==> src/rtl/morse_pkg.sv <==
// morse_pkg: shared Morse code table, keyer state encoding and timing constants.
package morse_pkg;
  typedef enum logic [1:0] {IDLE, MARK, GAP, LGAP} key_state_t;
  localparam int DOT_UNITS        = 1;
  localparam int DASH_UNITS       = 3;
  localparam int SYM_GAP_UNITS    = 1;
  localparam int LETTER_GAP_UNITS = 3;
  // Symbol 1 in bit 4, 1 = dash
  localparam logic [4:0] CODES [10] = '{
    5'b11111, 5'b01111, 5'b00111, 5'b00011, 5'b00001,
    5'b00000, 5'b10000, 5'b11000, 5'b11100, 5'b11110
  };
endpackage

==> src/rtl/morse_keyer.sv <==
// morse_keyer: serialises a 5-symbol Morse code onto a keying line with unit timing.
module morse_keyer import morse_pkg::*; #(
  parameter int UNIT_CYCLES = 4,
  parameter int CNT_W       = 16
) (
  input  logic       clk,
  input  logic       rst_n,
  input  logic       i_start,
  input  logic [4:0] i_code,
  output logic       o_key,
  output logic       o_busy
);
  key_state_t       r_state, w_state_n;
  logic [CNT_W-1:0] r_cnt;
  logic [4:0]       r_sh;
  logic [2:0]       r_sym;
  int               w_units;
  logic             w_end;
  always_comb begin
    w_units = r_state == MARK ? (r_sh[4] ? DASH_UNITS : DOT_UNITS) :
              r_state == GAP  ? SYM_GAP_UNITS : LETTER_GAP_UNITS;
    w_end   = r_cnt == CNT_W'(UNIT_CYCLES * w_units - 1);
    w_state_n = r_state;
    case (r_state)
      IDLE:    w_state_n = i_start ? MARK : IDLE;
      MARK:    w_state_n = w_end ? (r_sym == 3'd4 ? LGAP : GAP) : MARK;
      GAP:     w_state_n = w_end ? MARK : GAP;
      default: w_state_n = w_end ? IDLE : LGAP;
    endcase
  end
  always_ff @(posedge clk or negedge rst_n) begin
    if (!rst_n) begin
      r_state <= IDLE;
      r_cnt   <= '0;
      r_sh    <= '0;
      r_sym   <= '0;
    end else begin
      r_state <= w_state_n;
      r_cnt   <= (r_state == IDLE || w_end) ? '0 : r_cnt + CNT_W'(1);
      if (r_state == IDLE && i_start) begin
        r_sh  <= i_code;
        r_sym <= '0;
      end else if (r_state == MARK && w_end) begin
        r_sh  <= {r_sh[3:0], 1'b0};
        r_sym <= r_sym + 3'd1;
      end
    end
  end
  assign o_key  = r_state == MARK;
  assign o_busy = r_state != IDLE;
endmodule

==> src/rtl/codificador.sv <==
// codificador: BCD digit to Morse code, parallel symbols plus serial keying.
module codificador import morse_pkg::*; #(
  parameter int UNIT_CYCLES = 4,
  parameter int CNT_W       = 16
) (
  input  logic clk,
  input  logic reset_n,
  input  logic a,
  input  logic b,
  input  logic c,
  input  logic d,
  input  logic ready,
  output logic s1,
  output logic s2,
  output logic s3,
  output logic s4,
  output logic s5,
  output logic valid,
  output logic err,
  output logic key_out,
  output logic busy
);
  logic [3:0] w_digit;
  logic       w_ok, w_cap;
  logic [4:0] r_s;
  logic       r_valid, r_err;
  assign w_digit = {a, b, c, d};
  assign w_ok    = w_digit <= 4'd9;
  assign w_cap   = ready && w_ok;
  always_ff @(posedge clk or negedge reset_n) begin
    if (!reset_n) begin
      r_s     <= '0;
      r_valid <= 1'b0;
      r_err   <= 1'b0;
    end else begin
      r_s     <= w_cap ? CODES[w_digit] : r_s;
      r_valid <= w_cap;
      r_err   <= ready ? !w_ok : r_err;
    end
  end
  morse_keyer #(.UNIT_CYCLES(UNIT_CYCLES), .CNT_W(CNT_W)) u_keyer (
    .clk    (clk),
    .rst_n  (reset_n),
    .i_start(w_cap),
    .i_code (CODES[w_digit]),
    .o_key  (key_out),
    .o_busy (busy)
  );
  assign {s1, s2, s3, s4, s5} = r_s;
  assign valid = r_valid;
  assign err   = r_err;
endmodule

==> config.mk <==
export PLATFORM = sky130hd
export DESIGN_NAME = codificador
export DESIGN_NICKNAME = d
export VERILOG_FILES = /design/src/rtl/morse_pkg.sv /design/src/rtl/morse_keyer.sv /design/src/rtl/codificador.sv
export SDC_FILE = /design/constraint.sdc
export NUM_CORES = 1
export LEC_CHECK = 0
export BUFFER_PORTS_ARGS = -buffer_cell sky130_fd_sc_hd__buf_4
export CAP_MARGIN = 10
export CORE_ASPECT_RATIO = 1.1
export CORE_MARGIN = 8
export CORE_UTILIZATION = 35
export DETAILED_ROUTE_END_ITERATION = 7
export PLACE_DENSITY = 0.54
export SETUP_SLACK_MARGIN = 0.05
export SYNTH_ARGS = -nofsm -noshare
export SYNTH_HDL_FRONTEND = slang
export SYNTH_SLANG_ARGS = --single-unit
export TNS_END_PERCENT = 10
==> constraint.sdc <==
create_clock -name clk -period 3.1 [get_ports clk]
set_input_delay 0.31 -clock clk [delete_from_list [all_inputs] [get_ports clk]]
set_output_delay 0.31 -clock clk [all_outputs]
set_load 0.005 [all_outputs]
==> impl_metrics.toml <==
[outcome]
status = "finished clean"

[layout]
final_common_cell = "dfrtp_1"
fillCellCount = 496
nets = 208
area.growth.synth_to_final_pct = 14.6
n_antenna_cell = 0
multi_input_area_um2 = 823
layout_common_cells = "dfrtp_1, nor2_1, buf_4"
seqCellArea_um2 = 826
final_layout_size_suffix_gt1_frac = 0.167
design_area_um2 = 1980
post-route-util = 0.406
fin_cells = 256

[grt]
grt_max_degree = 34
first_global_vias = 1395
antenna_found_initial = 0
grt_pass1_wl_mm = 6.37
grt_use_total = 0.105
grt-ovfl-total = 0

[clock_tree]
tritoncts = "built"
cts_made_buffers = 5
htreeDepth = 2
hold_buffers = 1
post_cts_resized = 0
cts_setup_buffers = 0
cts_root_buffer = "clkbuf_8"
clock-sinks = 33
clock_path_buffers = 2
path_clk_slew_ns = 0.07
clock_latency_ns = 0.28

[yosys]
ys_seq_area_frac = 0.479
synth_edf_count = 0
synth_top_area_share = 0.479
netlist_instances = 182
ys.flop_type = "dfrtp_1"
synth_nets = 192
syn_area_per_cell_um2 = 9.47
netlist_area_um2 = 1720
synth_top_area_cell = "dfrtp_1"
async_flop_share = 1.00
synth.distinct_cells = 49
yosysWarnings = 0
synth.ff_latch_count = 33
synth_area_leaders = "dfrtp_1, nor2_1, nand4_1"

[timing]
fin_tns_setup_ns = 0
worst_slew_pin_slew_ns = 0.484
setup_viol_count_final = 0
finalCriticalPeriod_ns = 2.09
fin_ws_ns = 1.01
max_freq_mhz = 478
rsz0062_at_grt = "false"
finalCritPeriodShare = 0.675
skew_ns = 0.0104
finalHoldViolCount = 0
drv_slew = 0
max_slew_margin = 0.675
hold_ws_ns = 0.257

[min_path]
min_path_type = "primary input to register"
whs_endpoint = "r_s[2]"
whs_path_depth = 2
hold_start = "ready"

[floorplan]
core_area_um2 = 4860
dieArea_um2 = 7430
rows = 27
die_h_um = 89.6
pin_count = 16
start_util = 0.354
die_x_um = 82.9

[power_and_ir_drop]
combPwrFrac = 0.330
pwr-share-clk = 0.228
p_seq_frac = 0.442
p_switching_mw = 0.492
power.total_mw = 1.41
p_leak_nw = 0.856
internal_power_mw = 0.917
powerDensity_nw_per_um2 = 713
p_sw_frac = 0.349
peakVddDrop_mv = 0.249

[detailed_routing]
first_pass_iters = 4
drt_iter0_drc = 98
drc = 0
via_count = 1349
avgViaCountPerCell = 5.27
avgRoutedWirePerCell_um = 14.4
drtAntennaViolNets = 0
wl_mm = 3.69

[worst_setup_path]
cp_max_fo = 8
critPathKind = "register to register"
r2r_slack_ns = 1.01
reg2reg_depth = 5
r2r-end = "u_keyer.r_sym[1]"
cp.arrival_ns = 2.27
worstPathRequired_ns = 3.27
regToRegStartpoint = "u_keyer.r_cnt[0]"
endpoint_kind = "register"
start_kind = "register"

[placed_design]
portBuffers = 15
placed_area_um2 = 1880
gp_congestion = 0.808
place_hpwl_mm = 2.72
place_ws_ns = 1.05
dp_cells = 248

[flow_run]
max_cap_viol_count = 0
registers in the layout, indices dropped and copies added (netlist names):
signal / cells
err: 1
r_s: 5
u_keyer.r_cnt: 16
u_keyer.r_sh: 5
u_keyer.r_state: 2
u_keyer.r_sym: 3
valid: 1
how the worst max path moves through the flow:
stage	startpoint	end	slack, ns	cells after the start
after floorplan	u_keyer.r_cnt[0]	u_keyer.r_sym[1]	1.20	7
after global placement	u_keyer.r_cnt[0]	u_keyer.r_sym[1]	1.08	5
after detailed placement	u_keyer.r_cnt[0]	u_keyer.r_sym[1]	1.05	5
after CTS	u_keyer.r_cnt[0]	u_keyer.r_sym[1]	1.04	5
after global routing	u_keyer.r_cnt[0]	u_keyer.r_sym[1]	0.91	5
final	u_keyer.r_cnt[0]	u_keyer.r_sym[1]	1.01	5
synthesized netlist by cell type (4+ instances only):
library cell  count
dfrtp_1          33
nor2_1           22
nand2_1          13
inv_1            10
nand4_1          10
a21oi_1           9
o21ai_0           6
nand3_1           5
nor3_1            5
xnor2_1           5
xor2_1            5
clkbuf_1          4
nor4_1            4
area by class of cell:
class / count / area share
flip-flops and latches: 33 / 0.418
repair buffers: 17 / 0.0659
well taps: 58 / 0.0367
inverters: 10 / 0.0190
multi-input cells: 131 / 0.417
clock buffers: 7 / 0.0437
critical path, cell delays in order, from the launching register on:
cell and delay [ns]:
dfrtp_1 0.38, ha_1 0.22, nor4b_1 0.34, and4_1 0.41, and3_1 0.33, mux2_4 0.32
kinds of logic (layout without fill, tap and decap cells):
family	after synthesis	count (layout)	share of synthesized area
multiplexers	4	4	0.0268
flip-flops	33	33	0.479
XOR/XNOR	10	10	0.0508
adder cells (fa/ha/maj)	3	3	0.0218
buffers and inverters	18	34	0.0435
AND/OR/NAND/NOR	80	80	0.247
AO/OA/AOI/OAI	34	34	0.131
metal layers:
metal / part of all wire / track usage / vias up
li1: - / - / 676
met1: 0.47 / 0.119 / 642
met2: 0.47 / 0.181 / 23
met3: 0.038 / 0.0298 / 8
met4: 0.017 / 0.0479 / 0
met5: 0 / 0 / -
power groups by stage:
stage               logic [mW]  clock network (mW)  registers [mW]
detailed placement       0.466                   0           0.630
finish                   0.465               0.322           0.622
global route             0.530               0.350           0.635
CTS                      0.470               0.335           0.622
global placement         0.457                   0           0.626
floorplan                0.351                   0           0.607
Note: power is estimated with default switching activity, not from simulation.
